$ cat src/rtl/ifetch_pkg.sv
// Shared constants, FSM state type and address helper for the instruction-fetch stage.
package ifetch_pkg;
  localparam logic [31:0] RESET_VEC_DEFAULT = 32'h0000_0000;
  localparam logic [31:0] NOP_INSTR         = 32'h0000_0000;

  typedef enum logic [1:0] {
    IDLE  = 2'd0,
    FETCH = 2'd1,
    BUF   = 2'd2
  } if_state_e;

  function automatic logic [31:0] word_align(input logic [31:0] a);
    return a & 32'hFFFF_FFFC;
  endfunction
endpackage

$ cat src/rtl/ifetch_skid.sv
// One-entry {instr, pc} skid buffer; load wins over clear in the same cycle.
module ifetch_skid import ifetch_pkg::*; (
  input  logic        CLK,
  input  logic        RSTN,
  input  logic        load,
  input  logic        clear,
  input  logic [31:0] in_instr,
  input  logic [31:0] in_pc,
  output logic        vld,
  output logic [31:0] instr,
  output logic [31:0] pc
);
  logic        vld_q, vld_d;
  logic [31:0] instr_q, instr_d, pc_q, pc_d;

  always_comb begin
    vld_d   = vld_q;
    instr_d = instr_q;
    pc_d    = pc_q;
    if (clear) vld_d = 1'b0;
    if (load) begin
      vld_d   = 1'b1;
      instr_d = in_instr;
      pc_d    = in_pc;
    end
  end

  always_ff @(posedge CLK) begin
    if (!RSTN) begin
      vld_q   <= 1'b0;
      instr_q <= NOP_INSTR;
      pc_q    <= 32'h0;
    end else begin
      vld_q   <= vld_d;
      instr_q <= instr_d;
      pc_q    <= pc_d;
    end
  end

  assign vld   = vld_q;
  assign instr = instr_q;
  assign pc    = pc_q;
endmodule

$ cat src/rtl/ifetch_stage.sv
// MIPS IF stage: PC, imem handshake, IF/ID register and skid buffer.
// IFETCH_DELAY_SLOT_EN: deliver the instruction after a branch instead of squashing it.
module ifetch_stage import ifetch_pkg::*; #(
  parameter logic [31:0] RESET_VEC = RESET_VEC_DEFAULT
) (
  input  logic        CLK,
  input  logic        RSTN,
  input  logic        WPCIR,
  input  logic        BRANCH,
  input  logic [31:0] BPC,
  input  logic        SMC,
  output logic        IMEM_REQ,
  output logic [31:0] IMEM_ADDR,
  input  logic        IMEM_ACK,
  input  logic [31:0] IMEM_RDATA,
  output logic [31:0] IDIR,
  output logic [31:0] IDPC,
  output logic        IDVALID
);
`ifdef IFETCH_DELAY_SLOT_EN
  localparam logic DS_EN = 1'b1;
`else
  localparam logic DS_EN = 1'b0;
`endif

  if_state_e   state_q, state_d;
  logic [31:0] pc_q, pc_d, idir_q, idir_d, idpc_q, idpc_d;
  logic        idvalid_q, idvalid_d, pend_q, pend_d;
  logic [31:0] pend_addr_q, pend_addr_d;
  logic        skid_load, skid_clear, skid_vld;
  logic [31:0] skid_instr, skid_pc;
  logic        redirect, squash_ack, squash_skid;
  logic [31:0] tgt;

  assign redirect    = BRANCH && !WPCIR;
  assign tgt         = word_align(BPC);
  // Whatever belongs to the old stream is dropped unless it is the delay slot.
  assign squash_ack  = !DS_EN && (redirect || pend_q);
  assign squash_skid = !DS_EN && redirect;

  ifetch_skid u_skid (
    .CLK(CLK), .RSTN(RSTN), .load(skid_load), .clear(skid_clear),
    .in_instr(IMEM_RDATA), .in_pc(pc_q),
    .vld(skid_vld), .instr(skid_instr), .pc(skid_pc)
  );

  always_comb begin
    state_d     = state_q;
    pc_d        = pc_q;
    idir_d      = idir_q;
    idpc_d      = idpc_q;
    idvalid_d   = idvalid_q;
    pend_d      = pend_q;
    pend_addr_d = pend_addr_q;
    skid_load   = 1'b0;
    skid_clear  = 1'b0;
    if (SMC) begin
      pc_d       = idpc_q;
      skid_clear = 1'b1;
      idir_d     = NOP_INSTR;
      idvalid_d  = 1'b0;
      pend_d     = 1'b0;
      state_d    = FETCH;
    end else begin
      unique case (state_q)
        IDLE: state_d = FETCH;
        FETCH: begin
          // ADDR must stay put until ACK, so a redirect waits in PEND.
          if (redirect) begin
            pend_d      = 1'b1;
            pend_addr_d = tgt;
          end
          if (IMEM_ACK) begin
            pend_d = 1'b0;
            pc_d   = redirect ? tgt : (pend_q ? pend_addr_q : pc_q + 32'd4);
            if (!WPCIR) begin
              idir_d    = squash_ack ? NOP_INSTR : IMEM_RDATA;
              idpc_d    = squash_ack ? idpc_q : pc_q;
              idvalid_d = !squash_ack;
            end else if (!squash_ack) begin
              skid_load = 1'b1;
              state_d   = BUF;
            end
          end else if (!WPCIR) begin
            idir_d    = NOP_INSTR;
            idvalid_d = 1'b0;
          end
        end
        BUF: begin
          if (!WPCIR) begin
            skid_clear = 1'b1;
            state_d    = FETCH;
            idir_d     = (skid_vld && !squash_skid) ? skid_instr : NOP_INSTR;
            idpc_d     = (skid_vld && !squash_skid) ? skid_pc : idpc_q;
            idvalid_d  = skid_vld && !squash_skid;
            if (redirect) pc_d = tgt;
          end
        end
        default: state_d = IDLE;
      endcase
    end
  end

  always_ff @(posedge CLK) begin
    if (!RSTN) begin
      state_q     <= IDLE;
      pc_q        <= RESET_VEC;
      idir_q      <= NOP_INSTR;
      idpc_q      <= 32'h0;
      idvalid_q   <= 1'b0;
      pend_q      <= 1'b0;
      pend_addr_q <= 32'h0;
    end else begin
      state_q     <= state_d;
      pc_q        <= pc_d;
      idir_q      <= idir_d;
      idpc_q      <= idpc_d;
      idvalid_q   <= idvalid_d;
      pend_q      <= pend_d;
      pend_addr_q <= pend_addr_d;
    end
  end

  assign IMEM_REQ  = (state_q == FETCH);
  assign IMEM_ADDR = pc_q;
  assign IDIR      = idir_q;
  assign IDPC      = idpc_q;
  assign IDVALID   = idvalid_q;
endmodule

$ cat config.mk
export PLATFORM = sky130hd
export DESIGN_NAME = ifetch_stage
export DESIGN_NICKNAME = d
export VERILOG_FILES = /design/src/rtl/ifetch_pkg.sv /design/src/rtl/ifetch_skid.sv /design/src/rtl/ifetch_stage.sv
export SDC_FILE = /design/constraint.sdc
export NUM_CORES = 1
export LEC_CHECK = 0
export ABC_AREA = 0
export CORE_MARGIN = 4
export CORE_UTILIZATION = 53
export CTS_CLUSTER_DIAMETER = 120
export DETAILED_ROUTE_END_ITERATION = 12
export GPL_TIMING_DRIVEN = 0
export PLACE_DENSITY = 0.9
export SKIP_LAST_GASP = 1
export SYNTH_ARGS = -nofsm -noshare
export SYNTH_HDL_FRONTEND = slang
export SYNTH_SLANG_ARGS = --single-unit
$ cat constraint.sdc
create_clock -name CLK -period 2.7 [get_ports CLK]
set_input_delay 0.27 -clock CLK [delete_from_list [all_inputs] [get_ports CLK]]
set_output_delay 0.27 -clock CLK [all_outputs]
set_load 0.01 [all_outputs]
; ---- Word level (Yosys, flattened, before mapping)
; Index checks and enable logic that the tools add are counted.
[totals]
regBits = 195
[op_classes]
n_reduce_logical = 19
n_eq_ne = 13
n_bitwise = 2
addsub = 1
mux = 43
[op_table]
columns = cell, n
row1 = 32-bit two-way mux, 17
row2 = 32-bit one-hot mux with 2 select lines, 3
row3 = 32-bit by 3-bit adder with 32-bit output (second input constant), 1
row4 = 1-bit two-way mux, 17
row5 = 3-bit != test (second input constant), 4
row6 = 4-bit AND reduction, 3
row7 = 2-bit != test (second input constant), 5
row8 = 2-bit two-way mux, 4
row9 = 7-bit AND reduction, 1
row10 = 2-bit one-hot mux with 3 select lines, 1
row11 = 3-bit AND reduction, 2
row12 = 2-bit nonzero test, 3
row13 = 1-bit zero test, 3
row14 = 3-bit by 2-bit != test with 1-bit output (second input constant), 1
row15 = 3-bit nonzero test, 1
row16 = 2-bit by 1-bit == test with 1-bit output (second input constant), 1
row17 = 2-bit == test (second input constant), 1
row18 = 1-bit logical AND, 2
row19 = 2-bit zero test, 1
row20 = 2-bit by 1-bit != test with 1-bit output (second input constant), 1
row21 = 1-bit inverter, 2
row22 = 1-bit one-hot mux with 2 select lines, 1
row23 = 2-bit AND reduction, 1
row24 = 2-bit OR reduction, 1
row25 = 1-bit logical OR, 1

; ---- Longest topological paths before layout
; Gate-level depths: netlist of the first run.
[logic_depth]
ltp_word = 9
ltp_mapped = 8
ltp_nobuf = 6

; ---- Modules after synthesis
; Synthesis of the first run repeated with hierarchy kept, for this count alone.
[hier_totals]
cells_unflattened = 1094
area_unflattened_um2 = 9362.7
[modules_own_cells]
columns = mod, cells_per_inst, area_per_inst_um2, instances
row1 = ifetch_stage, 885, 6865.3, 1
row2 = ifetch_skid, 209, 2497.4, 1

; ---- Least setup slack after synthesis of the first run
; No wires, ideal clock.
[synth_timing]
path_type = register to register
start = reg pc_q[2] (netlist: IMEM_ADDR[2])
end = reg pc_q[26] (netlist: IMEM_ADDR[26])
required_time_ps = 2570
setup_slack_ps = 642
arrival_time_ps = 1927
stages_incl_launch_ff = 7
synth_period_minus_slack_ps = 2058
setup_time_ps = 130
cell_sequence = dfxtp_1 -> ha_1 -> inv_1 -> or4_2 -> o21a_1 -> nor3_1 -> o22ai_1
[synth_between]
elab_chain_cells = 6
[synth_rtl]
columns = item, line
row1 = start: declaration, ifetch_stage.sv:27  ; logic [31:0] pc_q, pc_d, idir_q, idir_d, idpc_q, idpc_d;
row2 = start signal: assignment, ifetch_stage.sv:115  ; pc_q <= pc_d;
row3 = 32-bit by 3-bit adder with 32-bit output, ifetch_stage.sv:75  ; pc_d = redirect ? tgt : (pend_q ? pend_addr_q : pc_q + 32'd4);
row4 = 32-bit two-way mux (2 in series), ifetch_stage.sv:75
row5 = 32-bit two-way mux, ifetch_stage.sv:73  ; if (IMEM_ACK) begin
row6 = 32-bit one-hot mux with 2 select lines, ifetch_stage.sv:65  ; unique case (state_q)
row7 = 32-bit two-way mux, ifetch_stage.sv:57  ; if (SMC) begin
; Every way passes these cells. The select of a mux whose other input is x is not followed.
; A chain may end at the register's enable or synchronous reset.

; ---- Final worst setup path of the first run
[layout_timing]
start = in WPCIR
end = reg pc_q[31] (netlist: IMEM_ADDR[31])
[layout_between]
elab_chain_cells = 6
elab_cells_between_ends = 9
classes_between = 2 x eq/ne / 4 x mux / 3 x reduce/logical
[layout_rtl]
columns = item, line
row1 = start: declaration, ifetch_stage.sv:8  ; input logic WPCIR,
row2 = 1-bit zero test, --
row3 = 1-bit logical AND, ifetch_stage.sv:35  ; assign redirect = BRANCH && !WPCIR;
row4 = 32-bit two-way mux, ifetch_stage.sv:75
row5 = 32-bit two-way mux, ifetch_stage.sv:73
row6 = 32-bit one-hot mux with 2 select lines, ifetch_stage.sv:65
row7 = 32-bit two-way mux, ifetch_stage.sv:57
; Several ways; a longest one is shown, not always the timed one. The select of a mux whose other input is x is not followed.

==> results of run 1 <==
[cell usage after synthesis, types with 4 or more instances]
| cell type | instances |
|---|---|
| sky130_fd_sc_hd__o31ai_1 | 4 |
| sky130_fd_sc_hd__nand4_1 | 8 |
| sky130_fd_sc_hd__a22o_1 | 4 |
| sky130_fd_sc_hd__nand2_1 | 292 |
| sky130_fd_sc_hd__clkbuf_1 | 76 |
| sky130_fd_sc_hd__xor2_1 | 9 |
| sky130_fd_sc_hd__and3_1 | 7 |
| sky130_fd_sc_hd__inv_1 | 8 |
| sky130_fd_sc_hd__o21ai_0 | 27 |
| sky130_fd_sc_hd__nand3_1 | 19 |
| sky130_fd_sc_hd__a21oi_1 | 117 |
| sky130_fd_sc_hd__buf_2 | 11 |
| sky130_fd_sc_hd__o221ai_1 | 17 |
| sky130_fd_sc_hd__o311ai_0 | 4 |
| sky130_fd_sc_hd__clkbuf_8 | 8 |
| sky130_fd_sc_hd__a211oi_1 | 44 |
| sky130_fd_sc_hd__a22oi_1 | 34 |
| sky130_fd_sc_hd__o22ai_1 | 7 |
| sky130_fd_sc_hd__nor2_1 | 82 |
| sky130_fd_sc_hd__nor3_1 | 25 |
| sky130_fd_sc_hd__o211ai_1 | 13 |
| sky130_fd_sc_hd__dfxtp_1 | 195 |
| sky130_fd_sc_hd__nor4_1 | 12 |
| sky130_fd_sc_hd__a311oi_1 | 34 |
| sky130_fd_sc_hd__a221o_1 | 5 |
| sky130_fd_sc_hd__xnor2_1 | 4 |
| sky130_fd_sc_hd__buf_6 | 5 |
| sky130_fd_sc_hd__nand2b_1 | 6 |
[sequential cells by signal (all words and copies together), names as in the netlist]
| register | flops |
|---|---|
| IDPC | 32 |
| IMEM_ADDR | 32 |
| state_q | 2 |
| u_skid.pc | 32 |
| pend_addr_q | 30 |
| IDVALID | 1 |
| pend_q | 1 |
| u_skid.vld | 1 |
| u_skid.instr | 32 |
| IDIR | 32 |
[area by class of cell]
| type | instances | share of cell area |
|---|---|---|
| inverter | 10 | 0.003259 |
| clock inverter | 14 | 0.01456 |
| tap | 220 | 0.02390 |
| buffer | 107 | 0.04726 |
| timing repair buffer | 163 | 0.1417 |
| multi-input combinational | 830 | 0.3931 |
| clock buffer | 18 | 0.03727 |
| sequential | 195 | 0.3390 |
[where the power goes]
part | internal [mW] | leakage [nW] | switching (mW)
clock | 1.40 | 0.292 | 1.23
combinational | 0.380 | 1.84 | 0.499
sequential | 2.96 | 1.58 | 0.0980
[cell families (layout without fill, tap and decap cells)]
kind of cell,after synthesis,in the layout
AO/OA/AOI/OAI,340,340
buffers and inverters,117,312
AND/OR/NAND/NOR,473,473
multiplexers,3,3
XOR/XNOR,13,13
flip-flops,195,195
adder cells (fa/ha/maj),1,1
[stage by stage]
step	setup slack [ps]	util	power [mW]
finish	128.7	0.6920	6.565
global placement	-164.2	0.6557	3.945
floorplan	642.4	-	3.546
detailed placement	-134.0	0.6557	3.968
global route	48.80	0.6920	6.732
CTS	88.73	0.6916	6.516
[placed cells by master (no fill, tap or decap), drive strengths merged, types with 3 or more instances in the layout]
cell type	count
o31a	5
nor4	12
a221o	5
o22ai	7
clkbuf	105
a31o	4
nand3	19
nor2	82
or4	5
mux2i	3
inv	16
nand4	10
o311ai	5
a41oi	3
a22oi	34
clkdlybuf4s50	163
o21a	3
and4	3
buf	20
a311oi	34
nand2	292
o21ai	27
o211ai	13
clkinv	5
and3	7
a22o	4
dfxtp	195
a21oi	117
nor3	25
nand2b	6
xor2	9
o31ai	4
o221ai	17
a211oi	45
xnor2	4
[repair_timing]
item                       CTS  global route
resized for setup            0             1
hold buffers                 0             0
setup endpoints to repair    0             1
[per-layer routing]
metal	vias to the layer above	track usage	wire (um)
met2	679	0.4825	14080
met1	4574	0.4011	11930
li1	4459	-	-
met5	-	0	0
met4	0	0.1690	1545
met3	165	0.08978	4071
[worst max-delay path: stages]
cell                              delay [ps]
sky130_fd_sc_hd__clkdlybuf4s50_1         460
sky130_fd_sc_hd__buf_2                   220
sky130_fd_sc_hd__and4bb_2                300
sky130_fd_sc_hd__nor3_1                  930
sky130_fd_sc_hd__buf_4                   370
sky130_fd_sc_hd__and4bb_2                250
sky130_fd_sc_hd__nor3_1                  140
[worst paths after layout]
check / endpoint / cells after the start
worst min-delay path: IMEM_ADDR[8] / 4
worst max register to register: IMEM_ADDR[31] / 5
worst min register to register: pend_addr_q[13] / 2
worst max-delay path: IMEM_ADDR[31] / 7
==> results.md, run 1 <==
- The instance count of the mapped netlist is 1,142.
- Dividing the detail-routed wire length by the instance count gives 20.32 um.
- The main combinational cell family by area after synthesis is compound AO/OA/AOI/OAI gates.
- The number of antenna violations at the first check in global routing was 0.
- The kind of end point of the critical path is a flip-flop.
- For this block, the initial DRC count from the detailed router was 1,606.
- The placed instances occupy a cell area of 10,910 um2.
- The number of I/O port buffers is 163.
- The worst hold path belongs to the class in2reg.
- The post-synthesis sequential area ratio is 0.4335.
- Along the worst path, the maximum fanout reaches 10.
- After global routing the overflow that remains totals 0.
- The number of H-tree levels is 4.
- The fraction of the mapped netlist area in compound gates came to 0.2580.
- Yosys mapped a number of flops with a built-in enable equal to 0.
- The number of vias per cell after detailed routing is 6.344.
- The multi-input combinational cell area is 4527 um2.
- VDD sags by at most 0.5440 mV.
- The number of maximum-capacitance constraint violations is 0.
- The transition time at the pin with the least slew margin is 1216 ps.
- The floorplan step defined a core boundary enclosing 16,640 um2.
- The startpoint identified for the worst hold timing path is RSTN.
- The number of library cell types mapped by synthesis is 69.
- The clock slew seen by the registers of the worst setup and hold paths is 80 ps.
- The share of synthesized cell area in and, or, nand and nor gates is 0.2266.
- The portion of synthesized cell area occupied by the leading cell type is 0.4335.
- The layout has ~1,300 filler cells.
- In this run the static leakage power is approximately 3.7 nW.
- In this run the worst setup path begins at WPCIR.
- 0 antenna diodes ended up in the layout.
- The detailed placer's ending HPWL is approximately 22,000 um.
- The number of placed instances with taps included is 1,525.
- The clock passes through at most 2 buffers.
- The cell area power density is 570.1 nW/um2.
- The floorplan has 47 rows.
- The beginning of the worst register-to-register path is state_q[1].
- The worst endpoint data arrival time is 2940 ps.
- For the finished layout, the period the worst path requires is 2571 ps.
- At the end of routability-driven placement, the weighted congestion stood at 1.003.
- Each instance of the synthesized netlist takes up on average around 7.9 um2.
- Setup repair after global routing left no endpoint under its margin.
- The clock root buffer master is sky130_fd_sc_hd__clkbuf_16.
- The synthesized area is 9006 um2.
- The launching element type of the critical path is an input port.
- The register-to-register setup slack is 140 ps.
- For this run, design rule violations remaining after detail routing come to 0.
- The via count of the first global-routing pass is 9,451.
- Of the total synthesized cell area, the portion taken by XOR and XNOR cells is 0.01264.
- The effective utilization at floorplan is 0.5412.
- The final non-filler cell area is ~12,000 um2.
- At the end of the flow, the number of nets in the layout was 1,395.
- The critical path in this run is classified as in2reg.
- The fraction of registers with async set/reset is 0.
- The total routed wirelength is 31,630 um.
- Among all flip-flop cells after synthesis, the most frequent one is sky130_fd_sc_hd__dfxtp_1.
- Of the cells placed in the final design, the portion with a size suffix greater than 1 is 0.05759.
- Across the routed clock network, the largest skew measured is 15.08 ps.
- The arithmetic-cell share of the synthesized area counting full adders, half adders and majority gates is 0.001389.
- The max-slew headroom at the worst pin is 0.1834.
- The multiplexer share of the synthesized area is 0.003334.
- The number of I/O pins is 168.
- Leaving out filler cells and counting taps, the final layout contains approximately 1,600.
- The first global-routing pass estimated slightly below 50,000 um of wire.
- During synthesis, Yosys emitted a total of 0 warnings.
- In the final timing run, aggregate negative setup slack is 0 ps.
- The total routing resource utilization after global routing is 0.3143.
- The clock network latency to the later pin of the worst-skew pair is around 450 ps.
- The number of max-slew violations in the final report was 0.
- The die covers 19,140 um2.
- Counting the buffers created by CTS gives 17.
- The number of endpoints with negative hold slack in the final report was 0.
- The most area-hungry cell type in the Yosys netlist is sky130_fd_sc_hd__dfxtp_1.
- The via count is 9,877.
- Of the available clock period, the critical path in the final layout requires 0.9523.
- The relative area change from synthesis to final layout is 27.87%.
- By area the synthesized netlist is led by sky130_fd_sc_hd__dfxtp_1, sky130_fd_sc_hd__nand2_1, sky130_fd_sc_hd__a21oi_1.
- Hold is met by 223.3 ps.
- The upper clock frequency limit is ~390 MHz.
- The height of the die is 138.4 um.
- The data required time of the critical path is 3070 ps.
- The synthesized net count is 1,213.
- The sink count of the clock tree is 195.
- The count of nets left with antenna violations once routing finished came out at 0.
- The number of iterations in the first detailed-routing pass is 6.
- The maximum number of pins on one net before global-route repair is 19.
- In this run, synthesis produced a sequential element count of around 200.
- The floorplan step set the die width to 138.4 um.
- The run finished with clean final reports.
- Setup violations remaining at the end of the flow were counted as 0.
- The clock tree from TritonCTS is built.
- The buffers inserted during post-CTS setup optimization is 0.
- Summing all flip-flop and latch instances after layout gives 3904 um2.
Power figures use the tool's default switching activity.
==> run 2: changes to the inputs <==
--- a/config.mk
+++ b/config.mk
@@ -6,12 +6,11 @@
 export NUM_CORES = 1
 export LEC_CHECK = 0
 export ABC_AREA = 0
-export CORE_MARGIN = 4
-export CORE_UTILIZATION = 53
+export CORE_UTILIZATION = 45
 export CTS_CLUSTER_DIAMETER = 120
 export DETAILED_ROUTE_END_ITERATION = 12
 export GPL_TIMING_DRIVEN = 0
-export PLACE_DENSITY = 0.9
+export PLACE_DENSITY = 0.79
 export SKIP_LAST_GASP = 1
 export SYNTH_ARGS = -nofsm -noshare
 export SYNTH_HDL_FRONTEND = slang
==> results.md, run 2 (synthesis gave the netlist of run 1 again) <==
- Run status: finished, final reports clean (unchanged).
- The layout cell share with drive strength beyond 1 is 0.05834 (was 0.05759).
- The routability congestion estimate is 0.9745 (was 1.003).
- The height of the die is 143.5 um (was 138.4 um).
- The most numerous cell type found on the critical path is sky130_fd_sc_hd__clkbuf_1.
- The kind of end point of the critical path is a flip-flop (unchanged).
- The data required time of the critical path is 3030 ps (was 3070 ps).
- The number of antenna violations at the first check in global routing is 0 (unchanged).
- The most common library cell in the layout ignoring fill and taps is sky130_fd_sc_hd__nand2_1 (unchanged).
- The via count is 9,813 (was 9,877).
- The final net count is 1,395 (unchanged).
- Setup repair after global routing missed its margin: false (unchanged).
- The post-route fraction of the period consumed by the critical path is 0.9756 (was 0.9523).
- The count of antenna diodes in the layout came to 0 (unchanged).
- The largest incremental delay on the critical path was 590 ps (was 930 ps).
- The cell area power density is 560.6 nW/um2 (was 570.1 nW/um2).
- The detailed-route wire length per cell was 19.91 um (was 20.32 um).
- The maximum fanout along the worst path is 10 (unchanged).
- The number of placed instances with taps included is 1,570 (was 1,525).
- The upper clock frequency limit is 379.6 MHz (was 388.9 MHz).
- The maximum count of clock buffers along a single path is 2 (unchanged).
- The number of standard cells in the layout, taps in and fillers out was 1,602 (was 1,557).
- The residual DRC count was 0 (unchanged).
- The remaining antenna violation count after routing is 0 (unchanged).
- The final critical-path required period came to 2634 ps (was 2571 ps).
- Leading cell types in the layout, fill and taps excluded: sky130_fd_sc_hd__nand2_1, sky130_fd_sc_hd__dfxtp_1, sky130_fd_sc_hd__clkdlybuf4s50_1 (unchanged).
- The launching element type of the critical path is a flip-flop (was input port).
- The number of cells upsized or downsized after cts is 0 (unchanged).
- The clock slew seen by the registers of the worst setup and hold paths came to 70 ps (was 80 ps).
- The clock network latency to the later pin of the worst-skew pair is 440 ps (was 450 ps).
- The detailed placer's ending HPWL is 22,330 um (was 22,080 um).
- The number of rows created at floorplan is 51 (was 47).
- The buffers inserted during post-CTS setup optimization is 0 (unchanged).
- The number of max-slew violations in the final report is 0 (unchanged).
- The die area is 20,580 um2 (was 19,140 um2).
- The number of endpoints with negative hold slack in the final report came to 0 (unchanged).
- The sink count of the clock tree is 195 (unchanged).
- The via count of the first global-routing pass is 9,170 (was 9,451).
- The static leakage came to 3.699 nW (was 3.716 nW).
- The total routed wirelength came to 31,900 um (was 31,630 um).
- Crit-path cells: and2b_4, buf_2, clkbuf_1, clkbuf_1, nand2_1, a311oi_1 (was clkdlybuf4s50_1, buf_2, and4bb_2, nor3_1, buf_4, and4bb_2, nor3_1).
- The hold-fix buffer count after cts was 0 (unchanged).
- The critical setup path kind was reg2reg (was in2reg).
- The number of I/O pins is 168 (unchanged).
- The worst endpoint data arrival time is 2960 ps (was 2940 ps).
- The maximum vdd ir drop was 0.4295 mV (was 0.5440 mV).
- The number of maximum-capacitance constraint violations is 0 (unchanged).
- The area of the core is 19,530 um2 (was 16,640 um2).
- The clock tree from TritonCTS is built (unchanged).
- The number of vias per cell after detailed routing was 6.125 (was 6.344).
- The number of H-tree levels is 4 (unchanged).
- The number of buffers created by CTS was 17 (unchanged).
- The number of setup violations in the final report is 0 (unchanged).
- The number of fill cells is 1,791 (was 1,303).
- The total routing resource utilization after global routing came to 0.3095 (was 0.3143).
- The post-route total power was 6.479 mW (was 6.565 mW).
- The largest clock skew in the final design came to 10.78 ps (was 15.08 ps).
- The relative area change from synthesis to final layout is 28.33% (was 27.87%).
- The wire length of the first global-routing pass was 48,850 um (was 49,160 um).
- The transition time at the pin with the least slew margin is 1194 ps (was 1216 ps).
- The number of iterations in the first detailed-routing pass was 8 (was 6).
- The aggregate global routing overflow was 0 (unchanged).
- The type of the tightest min-delay check is in2reg (unchanged).
- The effective utilization at floorplan is 0.4612 (was 0.5412).
- The max-slew headroom at the worst pin is 0.1980 (was 0.1834).
- The number of violations reported at the end of detailed-routing iteration 0 was 1,075 (was 1,606).
- The maximum number of pins on one net before global-route repair is 19 (unchanged).
- The clock root buffer master is sky130_fd_sc_hd__clkbuf_16 (unchanged).
- The critical path's slowest cell is sky130_fd_sc_hd__clkbuf_1 (was sky130_fd_sc_hd__nor3_1).
- The number of I/O port buffers is 163 (unchanged).
- The die span in x is 143.5 um (was 138.4 um).
## run 2: report_power, final
| group | leakage [nW] | internal, mW | total, mW | switching, mW |
|---|---|---|---|---|
| Clock | 0.275 | 1.33 | 2.54 | 1.22 |
| Combinational | 1.84 | 0.380 | 0.875 | 0.495 |
| Sequential | 1.58 | 2.96 | 3.06 | 0.0985 |
| Total | 3.70 | 4.67 | 6.48 | 1.81 |
## run 2: layout make-up
cell class / count / area [um2] / area share
multi-input combinational: 830 / 4527 / 0.3917
inverter: 10 / 37.54 / 0.003248
tap: 265 / 331.6 / 0.02869
buffer: 107 / 544.3 / 0.04709
clock inverter: 14 / 142.6 / 0.01234
timing repair buffer: 163 / 1632 / 0.1412
sequential: 195 / 3904 / 0.3378
clock buffer: 18 / 439.2 / 0.03800
## run 2: metrics by stage
step	hold WS (ps)	setup TNS, ps	setup WS (ps)	area [um2]	utilization
after floorplan	406.0	0	642.4	9006	-
after global placement	437.1	-7622	-207.6	10970	0.5618
after detailed placement	446.5	-10170	-193.2	10970	0.5618
after CTS	266.6	0	86.78	11550	0.5916
after global routing	295.5	0	2.882	11560	0.5919
final	277.2	0	65.92	11560	0.5919
## run 2: final timing paths
kind,start,to,slack [ps],depth (start not counted)
max reg2reg,state_q[1],IDPC[22],70,6
min reg2reg,u_skid.instr[5],u_skid.instr[5],460,2
max,state_q[1],IDPC[22],70,6
min,RSTN,IMEM_ADDR[20],280,3
## run 2: worst max-delay path: cells and delay by family, from the launching register on
kind,cells,cell delay [ps]
DFF,1,470
AOI/OAI and AO/OA,1,320
and+or+nand+nor,2,360
buffers and inverters,3,1370
## run 2: routing by layer
metal  track usage  routed length, um  share of wire
met1        0.4067              12730           0.40
met2        0.4745              14250           0.45
met3       0.06998               3523           0.11
met4        0.1579               1398          0.044
met5             0                  0              0
==> run 3: changes to the inputs <==
==> constraint.sdc (replaced) <==
create_clock -name CLK -period 3.3 [get_ports CLK]
set_input_delay 0.33 -clock CLK [delete_from_list [all_inputs] [get_ports CLK]]
set_output_delay 0.33 -clock CLK [all_outputs]
set_load 0.01 [all_outputs]
==> results.md, run 3 (synthesis gave the netlist of run 1 again) <==
- The maximum number of pins on one net before global-route repair is 19 (unchanged).
- The instance area after placement is 10,970 um2 (unchanged).
- The power share of the sequential group was 0.472 (about the same).
- The reported net switching power is 1.482 mW (was 1.812 mW).
- The die span in x is 143.5 um (unchanged).
- Setup repair after global routing missed its margin: false (unchanged).
- The remaining antenna violation count after routing is 0 (unchanged).
- The multi-input combinational cell area is 4521 um2 (was 4527 um2).
- The switching part of the total power came to 0.2795 (was 0.2796).
- The aggregate global routing overflow is 0 (unchanged).
- The critical path's slowest cell is sky130_fd_sc_hd__nor4_1 (was sky130_fd_sc_hd__clkbuf_1).
- The number of antenna violations at the first check in global routing is 0 (unchanged).
- The number of iterations in the first detailed-routing pass was 6 (was 8).
- The total routed wirelength is 31,910 um (was 31,900 um).
- The hold-fix buffer count after cts is 0 (unchanged).
- The number of setup violations in the final report came to 0 (unchanged).
- The core occupancy in the finished layout came to 0.5916 (was 0.5919).
- The number of violations reported at the end of detailed-routing iteration 0 is 1,116 (was 1,075).
- The clock root buffer master is sky130_fd_sc_hd__clkbuf_16 (unchanged).
- Leading cell types in the layout, fill and taps excluded: sky130_fd_sc_hd__nand2_1, sky130_fd_sc_hd__dfxtp_1, sky130_fd_sc_hd__clkdlybuf4s50_1 (unchanged).
- The static leakage is 3.699 nW (about the same).
- The height of the die is 143.5 um (unchanged).
- The number of endpoints with negative hold slack in the final report is 0 (unchanged).
- The detailed placer's ending HPWL is 22,330 um (unchanged).
- The transition time at the pin with the least slew margin is 1240 ps (was 1194 ps).
- The residual DRC count came to 0 (unchanged).
- Run status: finished, final reports clean (unchanged).
- The type of the tightest min-delay check is in2reg (unchanged).
- The number of vias per cell after detailed routing is 6.122 (was 6.125).
- The maximum fanout along the worst path was 9 (was 10).
- The total routing resource utilization after global routing is 0.3095 (unchanged).
- The final net count was 1,395 (unchanged).
- The maximum count of clock buffers along a single path is 2 (unchanged).
- The max-slew headroom at the worst pin was 0.1670 (was 0.1980).
- The worst endpoint data arrival time is 3130 ps (was 2960 ps).
- The clock network latency to the later pin of the worst-skew pair was 430 ps (was 440 ps).
- The sink count of the clock tree came to 195 (unchanged).
- The sequential cell area was 3904 um2 (unchanged).
- The count of antenna diodes in the layout is 0 (unchanged).
- The number of maximum-capacitance constraint violations came to 0 (unchanged).
- The cell area power density was 458.9 nW/um2 (was 560.6 nW/um2).
- The internal cell power came to 3.819 mW (was 4.668 mW).
- The wire length of the first global-routing pass is 48,850 um (unchanged).
- The part of the power in the clock network is 0.393 (about the same).
- The number of buffers created by CTS is 17 (unchanged).
- The detailed-route wire length per cell came to 19.92 um (was 19.91 um).
- The maximum vdd ir drop was 0.3506 mV (was 0.4295 mV).
- The most common library cell in the layout ignoring fill and taps is sky130_fd_sc_hd__nand2_1 (unchanged).
- The buffers inserted during post-CTS setup optimization was 0 (unchanged).
- The number of H-tree levels is 4 (unchanged).
- The die area is 20,580 um2 (unchanged).
- The via count is 9,808 (was 9,813).
- The number of placed instances with taps included is 1,570 (unchanged).
- The number of I/O port buffers is 163 (unchanged).
- The layout cell share with drive strength beyond 1 is 0.05759 (was 0.05834).
- The clock slew seen by the registers of the worst setup and hold paths is 70 ps (about the same).
- The aggregate negative setup slack is 0 ps (unchanged).
- The kind of end point of the critical path is a flip-flop (unchanged).
- The final non-filler cell area is 11,550 um2 (was 11,560 um2).
- The post-route fraction of the period consumed by the critical path is 0.8338 (was 0.9756).
- The final critical-path required period is 2752 ps (was 2634 ps).
- The portion of total power attributed to combinational logic is 0.135 (about the same).
- The number of buffer and inverter instances along the worst setup path is 0 (was 3).
- The number of I/O pins is 168 (unchanged).
- The number of fill cells is 1,793 (was 1,791).
- The launching element type of the critical path is a flip-flop (unchanged).
- Crit-path cells: ha_1, nand2_1, nor4_1, nand3_1, o311ai_0, a22o_1 (was and2b_4, buf_2, clkbuf_1, clkbuf_1, nand2_1, a311oi_1).
- The routability congestion estimate is 0.9745 (unchanged).
- The number of cells upsized or downsized after cts is 0 (unchanged).
- The clock tree from TritonCTS is built (unchanged).
- The via count of the first global-routing pass is 9,170 (unchanged).
- The family with the most delay on the worst path is simple AND/OR/NAND/NOR gates (was buffers and inverters).
- The relative area change from synthesis to final layout is 28.26% (was 28.33%).
- The critical setup path kind is reg2reg (unchanged).
- The data required time of the critical path is 3680 ps (was 3030 ps).
- The area of the core is 19,530 um2 (unchanged).
- The upper clock frequency limit is 363.4 MHz (was 379.6 MHz).
- The number of rows created at floorplan was 51 (unchanged).
- The effective utilization at floorplan is 0.4612 (unchanged).
- The largest incremental delay on the critical path was 810 ps (was 590 ps).
- The number of max-slew violations in the final report is 0 (unchanged).
- The number of standard cells in the layout, taps in and fillers out came to 1,602 (unchanged).
- The largest clock skew in the final design came to 9.832 ps (was 10.78 ps).
[run 3: cell counts in the layout (fill, tap and decap cells not counted)]
No cell type changed its count.
[run 3: through the flow]
step / hold slack [ps] / setup slack [ps] / power, mW
after detailed placement: 446.5 / 346.8 / 3.250
after floorplan: 431.2 / 1242 / 2.901
after CTS: 326.6 / 686.8 / 5.272
after global routing: 355.5 / 437.8 / 5.444
final: 333.7 / 548.4 / 5.300
after global placement: 437.1 / 332.4 / 3.237
[run 3: final timing paths]
check                  start  slack, ps               to  cells after the start
max reg2reg     IMEM_ADDR[2]        550    IMEM_ADDR[20]                      6
min reg2reg  u_skid.instr[5]        450  u_skid.instr[5]                      2
min                     RSTN        330    IMEM_ADDR[20]                      3
max             IMEM_ADDR[2]        550    IMEM_ADDR[20]                      6
[run 3: power by group through the flow]
stage               combinational [mW]  clock, mW  sequential [mW]
detailed placement               0.696          0             2.55
global route                     0.764       2.17             2.51
floorplan                        0.346          0             2.56
global placement                 0.684          0             2.55
CTS                              0.700       2.07             2.50
finish                           0.716       2.08             2.50
[run 3: metal layers]
layer | track usage | part of all wire | routed length (um)
met3 | 0.06998 | 0.11 | 3627
met1 | 0.4067 | 0.40 | 12730
met5 | 0 | 0 | 0
met2 | 0.4745 | 0.45 | 14200
met4 | 0.1579 | 0.042 | 1350
[run 3: cell type report]
cell class	count	area share
buffer	107	0.04712
clock buffer	18	0.03802
clock inverter	14	0.01235
inverter	10	0.003250
multi-input combinational	830	0.3914
sequential	195	0.3380
tap	265	0.02870
timing repair buffer	163	0.1412
[run 3: worst reg2reg max path: stages (launching register included)]
cell and delay [ps]:
sky130_fd_sc_hd__dfxtp_1 580, sky130_fd_sc_hd__ha_1 400, sky130_fd_sc_hd__nand2_1 110, sky130_fd_sc_hd__nor4_1 810, sky130_fd_sc_hd__nand3_1 250, sky130_fd_sc_hd__o311ai_0 370
sky130_fd_sc_hd__a22o_1 190
